<file path="config.mk">
export PLATFORM = sky130hd
export DESIGN_NAME = mult_scheduler
export DESIGN_NICKNAME = d
export VERILOG_FILES = /design/src/rtl/mult_sched_pkg.sv /design/src/rtl/mult_scheduler_rr_arbiter.sv /design/src/rtl/mult_scheduler.sv
export SDC_FILE = /design/constraint.sdc
export NUM_CORES = 1
export LEC_CHECK = 0
export CAP_MARGIN = 40
export CORE_UTILIZATION = 25
export DETAILED_ROUTE_END_ITERATION = 10
export HOLD_SLACK_MARGIN = 0.12
export PLACE_DENSITY_LB_ADDON = 0.08
export SETUP_SLACK_MARGIN = 0.4
export SYNTH_ARGS = -nofsm -noshare
export SYNTH_HDL_FRONTEND = slang
export SYNTH_SLANG_ARGS = --single-unit
</file>
<file path="constraint.sdc">
create_clock -name clk -period 3.8 [get_ports clk]
set_input_delay 1.14 -clock clk [delete_from_list [all_inputs] [get_ports clk]]
set_output_delay 1.14 -clock clk [all_outputs]
set_load 0.05 [all_outputs]
</file>
<file path="src/rtl/mult_sched_pkg.sv">
// Shared types and constants for the round-robin multiplier scheduler.
package mult_sched_pkg;

    localparam int WIDTH_DEF      = 8;
    localparam int NREQ_DEF       = 4;
    localparam int TIMEOUT_MARGIN = 4;

    typedef enum logic [1:0] {
        S_IDLE  = 2'd0,
        S_ISSUE = 2'd1,
        S_WAIT  = 2'd2,
        S_DONE  = 2'd3
    } state_t;

endpackage

</file>
<file path="src/rtl/mult_scheduler_rr_arbiter.sv">
// Round-robin arbiter: picks the first requester at or after the pointer and
// returns the pointer value that follows that winner.
module rr_arbiter
    import mult_sched_pkg::*;
#(
    parameter int NREQ  = NREQ_DEF,
    parameter int PTR_W = 2
) (
    input  logic [NREQ-1:0]  i_req,
    input  logic [PTR_W-1:0] i_ptr,
    output logic [NREQ-1:0]  o_gnt,
    output logic [PTR_W-1:0] o_next_ptr
);

    always_comb begin
        logic             w_found;
        logic [PTR_W:0]   w_sum;
        logic [PTR_W-1:0] w_idx;
        // NOTE: every output gets a default before the loop, so no path can leave it unassigned and infer a latch.
        o_gnt      = '0;
        o_next_ptr = i_ptr;
        w_found    = 1'b0;
        w_sum      = '0;
        w_idx      = '0;
        for (int k = 0; k < NREQ; k++) begin
            w_sum = {1'b0, i_ptr} + (PTR_W+1)'(k);
            if (w_sum >= (PTR_W+1)'(NREQ)) begin
                w_sum = w_sum - (PTR_W+1)'(NREQ);
            end
            w_idx = w_sum[PTR_W-1:0];
            if (!w_found && i_req[w_idx]) begin
                w_found      = 1'b1;
                o_gnt[w_idx] = 1'b1;
                o_next_ptr   = (w_idx == PTR_W'(NREQ - 1)) ? '0 : w_idx + 1'b1;
            end
        end
    end

endmodule

</file>
<file path="src/rtl/mult_scheduler.sv">
// Shares one iterative multiplier among NREQ requesters: grant, issue, wait
// for completion (with timeout) and return the product to the winner.
module mult_scheduler
    import mult_sched_pkg::*;
#(
    parameter int WIDTH = WIDTH_DEF,
    parameter int NREQ  = NREQ_DEF
) (
    input  logic                    clk,
    input  logic                    rst_n,
    input  logic [NREQ-1:0]         req,
    input  logic [NREQ*WIDTH-1:0]   a_in,
    input  logic [NREQ*WIDTH-1:0]   b_in,
    output logic [NREQ-1:0]         gnt,
    output logic [NREQ-1:0]         done,
    output logic [2*WIDTH-1:0]      res,
    output logic                    res_err,
    output logic                    busy,
    output logic                    mul_start,
    output logic [WIDTH-1:0]        mul_a,
    output logic [WIDTH-1:0]        mul_b,
    input  logic [2*WIDTH-1:0]      mul_out,
    input  logic                    mul_ready
);

    localparam int PTR_W   = (NREQ > 1) ? $clog2(NREQ) : 1;
    localparam int TIMEOUT = WIDTH + TIMEOUT_MARGIN;
    localparam int CNT_W   = $clog2(TIMEOUT + 1);
    localparam logic [CNT_W-1:0] CNT_LAST = CNT_W'(TIMEOUT - 1);

    state_t             r_state;
    logic [PTR_W-1:0]   r_ptr;
    logic [NREQ-1:0]    r_win;
    logic [WIDTH-1:0]   r_a;
    logic [WIDTH-1:0]   r_b;
    logic [2*WIDTH-1:0] r_res;
    logic               r_err;
    logic [CNT_W-1:0]   r_cnt;

    logic [NREQ-1:0]    w_gnt;
    logic [PTR_W-1:0]   w_next_ptr;
    logic [WIDTH-1:0]   w_a;
    logic [WIDTH-1:0]   w_b;

    rr_arbiter #(
        .NREQ  (NREQ),
        .PTR_W (PTR_W)
    ) u_arb (
        .i_req      (req),
        .i_ptr      (r_ptr),
        .o_gnt      (w_gnt),
        .o_next_ptr (w_next_ptr)
    );

    always_comb begin
        w_a = '0;
        w_b = '0;
        for (int i = 0; i < NREQ; i++) begin
            if (w_gnt[i]) begin
                w_a = a_in[i*WIDTH +: WIDTH];
                w_b = b_in[i*WIDTH +: WIDTH];
            end
        end
    end

    // NOTE: non-blocking assignments throughout, so every register sees the pre-edge value of the others.
    always_ff @(posedge clk) begin
        if (!rst_n) begin
            // NOTE: operand and result registers are reset as well, because they drive outputs that must read 0 in reset.
            r_state <= S_IDLE;
            r_ptr   <= '0;
            r_win   <= '0;
            r_a     <= '0;
            r_b     <= '0;
            r_res   <= '0;
            r_err   <= 1'b0;
            r_cnt   <= '0;
        end else begin
            case (r_state)
                S_IDLE: begin
                    if (|req) begin
                        r_win   <= w_gnt;
                        r_a     <= w_a;
                        r_b     <= w_b;
                        r_ptr   <= w_next_ptr;
                        r_state <= S_ISSUE;
                    end
                end
                S_ISSUE: begin
                    r_cnt   <= '0;
                    r_state <= S_WAIT;
                end
                S_WAIT: begin
                    // mul_ready is only looked at here, so a level left high by the previous product is never reused.
                    if (mul_ready) begin
                        r_res   <= mul_out;
                        r_err   <= 1'b0;
                        r_state <= S_DONE;
                    end else if (r_cnt == CNT_LAST) begin
                        r_res   <= '0;
                        r_err   <= 1'b1;
                        r_state <= S_DONE;
                    end else begin
                        r_cnt <= r_cnt + 1'b1;
                    end
                end
                S_DONE: begin
                    r_state <= S_IDLE;
                end
                default: begin
                    r_state <= S_IDLE;
                end
            endcase
        end
    end

    assign gnt       = (r_state == S_ISSUE) ? r_win : '0;
    assign done      = (r_state == S_DONE)  ? r_win : '0;
    assign mul_start = (r_state == S_ISSUE);
    assign busy      = (r_state != S_IDLE);
    assign mul_a     = r_a;
    assign mul_b     = r_b;
    assign res       = r_res;
    assign res_err   = r_err;

endmodule

</file>
==> impl_metrics.toml <==
[power_and_ir_drop]
power.internal_mw = 1.75
pwr-share-seq_pct = 21.3
power.total_mw = 3.33
irDropWorstVdd_mv = 0.287
combPwrFrac_pct = 69.1
switching_share_pct = 47.6
p_leak_nw = 1.54
pwr_density_cell_mw_per_mm2 = 784
switchingPower_mw = 1.59
clkPwrFrac_pct = 9.6

[logic_synthesis]
syn_area_per_cell_sq_um = 9.42
synthCells = 274
synth-main-ff-cell = "dfxtp_1"
synthArstFlopShare_pct = 0
ys_seq_area_share_pct = 34.9
yosysUniqueCellTypes = 52
yosysTopAreaCell = "dfxtp_1"
synth_top_area_share_pct = 34.9
yosys.cell_count.top_type = "dfxtp_1"
mappedNetlistArea_sq_mm = 0.00258
synth_common_cells = "dfxtp_1, nor2_1, a22oi_1"
yosysWarnings = 0
ys_ff_latch = 45
synth_nets = 371
synthTopCellsByArea = "dfxtp_1, o2111a_1, a221o_1"
synth-edff-count = 0

[placed_design]
io_buffers = 129
gp_congestion = 0.792
hpwl_microns = 6490

[critical_path]
critical_path_required_ps = 4000
critical_path.startpoint = "req[2]"
cp_max_fo = 10
rr_startpoint = "r_ptr[1]"
rr_worst_depth = 9
arrival_ps = 3470
reg2reg_slack_ps = 570
criticalPathCategory = "input port to flip-flop"
end_kind = "flip-flop"
reg2reg_to = "mul_a[5]"
cp-start-kind = "input port"

[timing]
fin_crit_sh_pct = 86.1
rsz0062_at_grt = "false"
clock_skew_ps = 5.73
max_slew_margin_pct = 60.0
slew_viol_final = 0
tightest_slew_ps = 596
setup_violations = 0
period_needed_ps = 3270
fin_tns_setup_ps = 0
max_clock_freq_mhz = 305
hold_violations = 0

[clocking]
ctsHoldBuffers = 0
ctsLongestPathBuffers = 2
htree_levels = 2
worstSkewPairLatency_ps = 300
cts_tree = "yes"
clkSinkCount = 45
cts_buffers = 5
clock-root-buffer = "clkbuf_8"
clkTransAtPathRegs_ps = 100

[floorplanning]
row_count = 36
initial_utilization_pct = 26.0
fp.coreArea_sq_mm = 0.00991
fp.dieW_microns = 104
die_y_microns = 104
die_area_sq_mm = 0.0107
ios = 130

[route]
wl_per_cell_microns = 17.5
wirelength_microns = 9540
antenna_left = 0
firstDrtPassIters = 4
drc = 0
drtIter0Drc = 122
vias = 2764
vias_per_cell = 5.07

[hold_path]
min-delay-start = "r_win[3]"
hold_path_class = "flip-flop to flip-flop"
hold_end = "r_win[3]"
hold_depth = 2

[cells_and_area]
nets = 508
diodes = 0
area_growth_pct = 64.8
drive_above_1_share_pct = 11.4

[grt]
grt_max_degree = 29
grt-ovfl-total = 0
track_usage_pct = 17.2
grt_pass1_vias = 2692
grt_pass1_wl_microns = 14800
antenna_found_initial = 0

[run]
drv_cap = 0

[run_status]
status = "finished clean"
worst max path at each step:
stage                     slack, ps       end
after detailed placement          1  mul_b[0]
final                           530  mul_a[5]
after global routing            400  mul_a[2]
after floorplan                 440  mul_a[0]
after CTS                       400  mul_b[0]
after global placement           60  mul_a[0]
timing repair:
action                     CTS  global route
setup endpoints to repair   16            16
gates cloned                 2             1
buffers inserted             1             2
pin swaps                    1             0
gates resized for setup      6             2
logic make-up (layout without fill, tap and decap cells):
kind of cell    Yosys count  count (layout)  share of synthesized area [%]
compound gates          100             100                           34.0
fa+ha+maj                10              10                           4.85
buf+inv                  31             166                           5.92
flops                    45              45                           34.9
mux                       5               7                           3.44
simple gates             83              84                           16.8
power by group through the flow:
stage	registers [mW]	logic, mW	clock network, mW
2_1_floorplan	1.07	1.22	0
3_3_place_gp	0.716	2.20	0
3_5_place_dp	0.720	2.20	0
4_1_cts	0.709	2.28	0.336
5_1_grt	0.732	2.46	0.353
6_report	0.710	2.30	0.320
registers in the layout, summed over array words and instances, names as in the netlist:
signal,count
res_err,1
r_ptr,2
mul_a,8
r_win,4
r_state,2
r_cnt,4
res,16
mul_b,8
cell usage in the layout (no fill, tap or decap), types with 2 or more instances in the layout:
cell	synthesis	routed
nand3b_1	6	6
nor3_1	3	3
o21ai_1	2	2
o31ai_1	2	2
nand2_1	15	15
o2111a_1	16	16
or3b_2	2	2
clkdlybuf4s50_1	0	125
mux4_1	0	2
a22oi_1	18	17
dlygate4sd2_1	0	2
nand4b_1	2	2
inv_1	8	8
or4_4	1	2
a2bb2oi_2	1	2
dlymetal6s2s_1	0	2
inv_6	0	2
a221o_1	16	16
a21oi_1	11	11
nor2_1	29	29
and2_1	9	9
o22a_1	15	15
nor3b_1	4	4
mux4_2	3	3
ha_1	10	10
dfxtp_1	45	45
buf_4	0	19
nor2b_1	5	5
o21ai_0	2	2
clkbuf_8	0	5
metal layers:
metal | up-vias | part of all wire [%] | track usage [%]
met4 | 0 | 0.32 | 2.17
met1 | 1323 | 45 | 21.8
met2 | 94 | 48 | 30.1
li1 | 1345 | - | -
met3 | 2 | 6.0 | 4.41
met5 | - | 0 | 0
through the flow:
step	setup WS [ps]	cell area (sq um)	hold slack, ps	instances	utilization, %
global route	405	4250	505	545	42.9
floorplan	442	2580	436	274	-
finish	526	4250	472	545	42.9
global placement	58.2	4060	457	531	41.0
detailed placement	1.45	4060	462	531	41.0
CTS	405	4210	477	542	42.4
final cells by class:
type / instances / area, sq um
multi-input cells: 201 / 1600
well taps: 133 / 166
clock buffers: 5 / 68.8
inverters: 9 / 33.8
fillers: 988 / 5660
repair buffers: 149 / 1460
flip-flops and latches: 45 / 901
clock inverters: 3 / 25.0
worst max-delay path: stages:
cell and delay [ps]:
dlygate4sd2_1 340, mux4_2 560, buf_4 170, a21oi_4 140
a2bb2oi_2 110, or4_4 580, a221o_1 300, o2111a_1 130
(Power assumes the default switching activity.)
==> RTL change 1, RTL diff (same flow settings) <==
Change the package constant `TIMEOUT_MARGIN` from 4 to 8.
--- a/src/rtl/mult_sched_pkg.sv
+++ b/src/rtl/mult_sched_pkg.sv
@@ -3,7 +3,7 @@
 
     localparam int WIDTH_DEF      = 8;
     localparam int NREQ_DEF       = 4;
-    localparam int TIMEOUT_MARGIN = 4;
+    localparam int TIMEOUT_MARGIN = 8;
 
     typedef enum logic [1:0] {
         S_IDLE  = 2'd0,
Check against the original RTL: same outputs for any inputs over 10 cycles, from zero or initial values and one cycle with rst_n low; that may be too few to reach the edited logic, so the function may still have changed.
==> RTL change 1 against the unedited design <==
Via count rose by 12%; global-route usage fell by 0.87 points; sequential share of layout area is 1.4 points lower; setup slack better by 22 ps; wire length is 4.3% higher; power increased by 0.27%; sequential cell count rose by 1; design area increased by 9.4%; critical endpoint is now mul_a[2]; synthesized cell count grew 30%; area after synthesis is 12% higher.
==> RTL change 1: results (changes against the unedited design) <==
INFO  status         run_status=complete, no violations
INFO  synth          top_post_synthesis_cells_by_area=dfxtp_1, nor2_1, a311oi_2
INFO  timing         max_slew_margin=0.575 [-0.0250]
INFO  synth          synth.distinct_cells=47 [-9.6%]
INFO  routing        routed_via_density=4.91 [-3.3%]
INFO  critical_path  critPathLaunch=req[3]
INFO  routing        route.vias.total=3,100 [+12%]
INFO  power          worst_ir_drop_vdd=0.383mV [+33%]
INFO  critical_path  critPathTopFamily=buffers and inverters
INFO  cts            ctsRootBufferMaster=clkbuf_16
INFO  critical_path  worst-path-max-fanout=17 [+7]
INFO  synth          synth_area_per_cell=8.10um2 [-14%]
INFO  synth          commonest_cells_in_the_netlist=nor2_1, dfxtp_1, nand2_1
INFO  grt            grt.met2_usage=0.292 [-0.00812]
INFO  grt            grt.total_usage=0.163 [-0.00874]
INFO  cts            clk_transition_reported_paths=70ps [-30 ps]
INFO  placed_design  dp.cells=618 [+16%]
INFO  critical_path  worst_flop_to_flop_path_endpoint=mul_b[3]
INFO  synth          mappedNetlistNets=455 [+23%]
INFO  critical_path  timing.critical_path.slowest_cell_delay=540ps [-40 ps]
INFO  power          power_leakage=1.69nW [+9.9%]
INFO  finish         design.final.nets=589 [+16%]
INFO  cts            worstSkewPairLatency=280ps [-20 ps]
INFO  critical_path  reg2reg_slack=770ps [+200 ps]
INFO  critical_path  worstPathArrival=3400ps [-70 ps]
INFO  timing         finClkSkew=4.65ps [-1.08 ps]
INFO  critical_path  timing.critical_path.to=mul_a[2]
INFO  routing        drt_iter0_drc=169 [+39%]
INFO  synth          synth.yosys.seq_area_share=0.318 [-0.0307]
INFO  grt            grt_start_max_net_pins=27 [-6.9%]
INFO  routing        totalWireLength=9950um [+4.3%]
INFO  placed_design  hpwlAfterDp=7010um [+8.0%]
RTL change 1: changes by cell type in the layout (fill, tap and decap cells not counted), moves of 5 or more:
cell       unedited run  this run
a221o_1              16         0
a311oi_1              1         6
a311oi_2              0        10
clkbuf_16             0         5
clkbuf_8              5         0
nand2_1              15        31
nand3_1               0        18
nand3b_1              6         1
nor2_1               29        56
nor2b_1               5        22
nor3_1                3        21
o2111a_1             16         0
o21ai_0               2        20
o22a_1               15         0
RTL change 1: cell type report:
| cell class | count | area (um2) |
|---|---|---|
| fillers | 1104 | 6380 |
| multi-input cells | 277 | 1850 |
| repair buffers | 150 | 1500 |
| flip-flops and latches | 46 | 921 |
| well taps | 140 | 175 |
| clock buffers | 6 | 129 |
| inverters | 11 | 41.3 |
| clock inverters | 2 | 37.5 |
RTL change 1: layer usage:
metal / vias to the layer above / wire length, um
met5: - / 0
met4: 0 / 104
met3: 9 / 679
met2: 120 / 4860
met1: 1423 / 4300
li1: 1548 / -
RTL change 1: kinds of logic after synthesis:
| kind of cell | synth area share |
|---|---|
| multiplexers | 0.0268 |
| AO/OA/AOI/OAI | 0.247 |
| adder cells (fa/ha/maj) | 0.0476 |
| XOR/XNOR | 0.00303 |
| flip-flops | 0.318 |
| AND/OR/NAND/NOR | 0.296 |
| buffers and inverters | 0.0614 |
RTL change 1: metrics by stage:
stage	worst slack, ps	cell area [um2]
finish	548	4650
global route	408	4650
CTS	450	4550
detailed placement	148	4390
global placement	69.7	4360
floorplan	877	2890
RTL change 1: power by group:
part,internal (mW),switching (mW)
clock,0.311,0.191
sequential,0.609,0.0771
combinational,0.830,1.32
RTL change 1: timing repair:
item / CTS / global route
endpoints found under the setup margin: 0 / 17
buffers inserted: 0 / 4
hold buffers: 0 / 0
resized for setup: 0 / 2
RTL change 1: how the worst min path moves through the flow:
| stage | slack [ps] | endpoint | from | cells past startpoint |
|---|---|---|---|---|
| 3_5_place_dp | 480 | r_cnt[1] | r_cnt[1] | 2 |
| 6_report | 490 | r_cnt[1] | r_cnt[1] | 2 |
| 3_3_place_gp | 470 | r_cnt[1] | r_cnt[1] | 2 |
| 5_1_grt | 510 | r_cnt[1] | r_cnt[1] | 2 |
| 4_1_cts | 490 | r_cnt[1] | r_cnt[1] | 2 |
| 2_1_floorplan | 460 | r_cnt[1] | r_cnt[1] | 2 |
RTL change 1: worst register-to-register path, cell delays in order, from the launching register on:
cell	delay, ps
dfxtp_1	540
inv_1	110
ha_1	490
mux4_2	620
and2_1	210
nor3_1	280
a211o_2	380
nor3_1	80
a311oi_1	220
==> RTL change 2, RTL diff (config.mk and constraints unchanged) <==
Made on the original files. Put one more register stage on the output `res_err`, without a reset. The value now appears one clock later. The other outputs are not delayed to match.
--- a/src/rtl/mult_scheduler.sv
+++ b/src/rtl/mult_scheduler.sv
@@ -121,7 +121,9 @@
     assign mul_a     = r_a;
     assign mul_b     = r_b;
     assign res       = r_res;
-    assign res_err   = r_err;
+    always_ff @(posedge clk) begin
+        res_err <= r_err;
+    end
 
 endmodule
 
Function: no difference found for any inputs over 10 cycles, from zero or initial values and one cycle with rst_n low; that may be too few to reach the edited logic, so the function may still have changed.
==> RTL change 2 against the unedited design <==
Fmax fell by 0.21%; design area rose by 4.5%; area after synthesis rose by 6.2%; sequential cell count rose by 1; wire length fell by 1.4%; sequential power fell by 6.2%; setup slack got worse by 6.8 ps; power fell by 8.2%; critical endpoint unchanged.
==> RTL change 2: results (changes against the unedited design) <==
INFO  finish         n_sequential_cell=46 [+2.2%]
INFO  finish         buffers_excl_clock=159 [+6.7%]
INFO  critical_path  worstPathArrival=3540ps [+70 ps]
INFO  finish         seq_share=0.207 [-0.00462]
INFO  synth          synth-compound-area-share=0.279 [-0.0613]
INFO  finish         clock_area_frac=0.0211 [-0.000950]
INFO  power          power_leakage=1.69nW [+9.5%]
INFO  routing        route.vias.total=2,928 [+5.9%]
INFO  placed_design  hpwlAfterDp=6720um [+3.5%]
INFO  finish         drive_above_1_share=0.154 [+0.0401]
INFO  grt            grt.total_usage=0.166 [-0.00582]
INFO  finish         nFillCells=1,060 [+7.3%]
INFO  synth          top_post_synthesis_cells_by_area=dfxtp_1, o2111a_1, nand2_1
INFO  status         run_status=complete, no violations
INFO  placed_design  gp_congestion=0.794 [+0.25%]
INFO  critical_path  critPathTopFamily=buffers and inverters
INFO  floorplan      row_count=37 [+2.8%]
INFO  timing         finClkSkew=7.29ps [+1.56 ps]
INFO  synth          synth.distinct_cells=59 [+13%]
INFO  routing        totalWireLength=9410um [-1.4%]
INFO  power          switching_share=0.463 [-0.0137]
INFO  grt            grt_start_max_net_pins=28 [-3.4%]
INFO  placed_design  placed_cell_area=4290um2 [+5.6%]
INFO  finish         nMultiInputCombCells=229 [+14%]
INFO  critical_path  launch_instance_of_the_worst_register_to_register_path=r_ptr[0]
INFO  synth          synth_xor_area_frac=0.00320 [+0.00320]
## RTL change 2: cell types whose count changed after synthesis, sizes merged, moves of 4 or more
cell    change
clkbuf      +5
nand3      +18
o22a       -15
buf         -4
nand2      +29
nor3b       -4
## RTL change 2: repair_timing
item / CTS / global route
hold endpoints to repair: 0 / 0
buffers inserted: 2 / 0
gates resized for setup: 7 / 0
setup endpoints to repair: 16 / 0
## RTL change 2: layer usage
layer | part of all wire | GRT usage
met1 | 0.44 | 0.203
met2 | 0.49 | 0.300
met3 | 0.061 | 0.0340
met4 | 0.0079 | 0.0352
met5 | 0 | 0
## RTL change 2: through the flow
step	setup TNS, ps	std cells	worst slack (ps)	utilization	hold WS [ps]
after floorplan	0	311	506	-	331
after global placement	-2320	578	-155	0.408	341
after detailed placement	-2910	579	-201	0.410	349
after CTS	0	590	524	0.425	363
after global routing	0	590	438	0.425	379
final	0	590	520	0.425	358
## RTL change 2: power groups by stage
stage | combinational [mW] | clock (mW) | sequential (mW)
6_report | 2.07 | 0.325 | 0.666
5_1_grt | 2.23 | 0.360 | 0.687
4_1_cts | 2.09 | 0.339 | 0.667
3_5_place_dp | 1.99 | 0 | 0.678
3_3_place_gp | 1.97 | 0 | 0.676
2_1_floorplan | 1.08 | 0 | 0.958
## RTL change 2: worst min path at each step
stage | endpoint | startpoint | cells past startpoint | slack (ps)
after floorplan | res_err | r_err | 0 | 330
after detailed placement | res_err | r_err | 0 | 350
after global routing | res_err | r_err | 0 | 380
final | res_err | r_err | 0 | 360
after global placement | res_err | r_err | 0 | 340
after CTS | res_err | r_err | 0 | 360
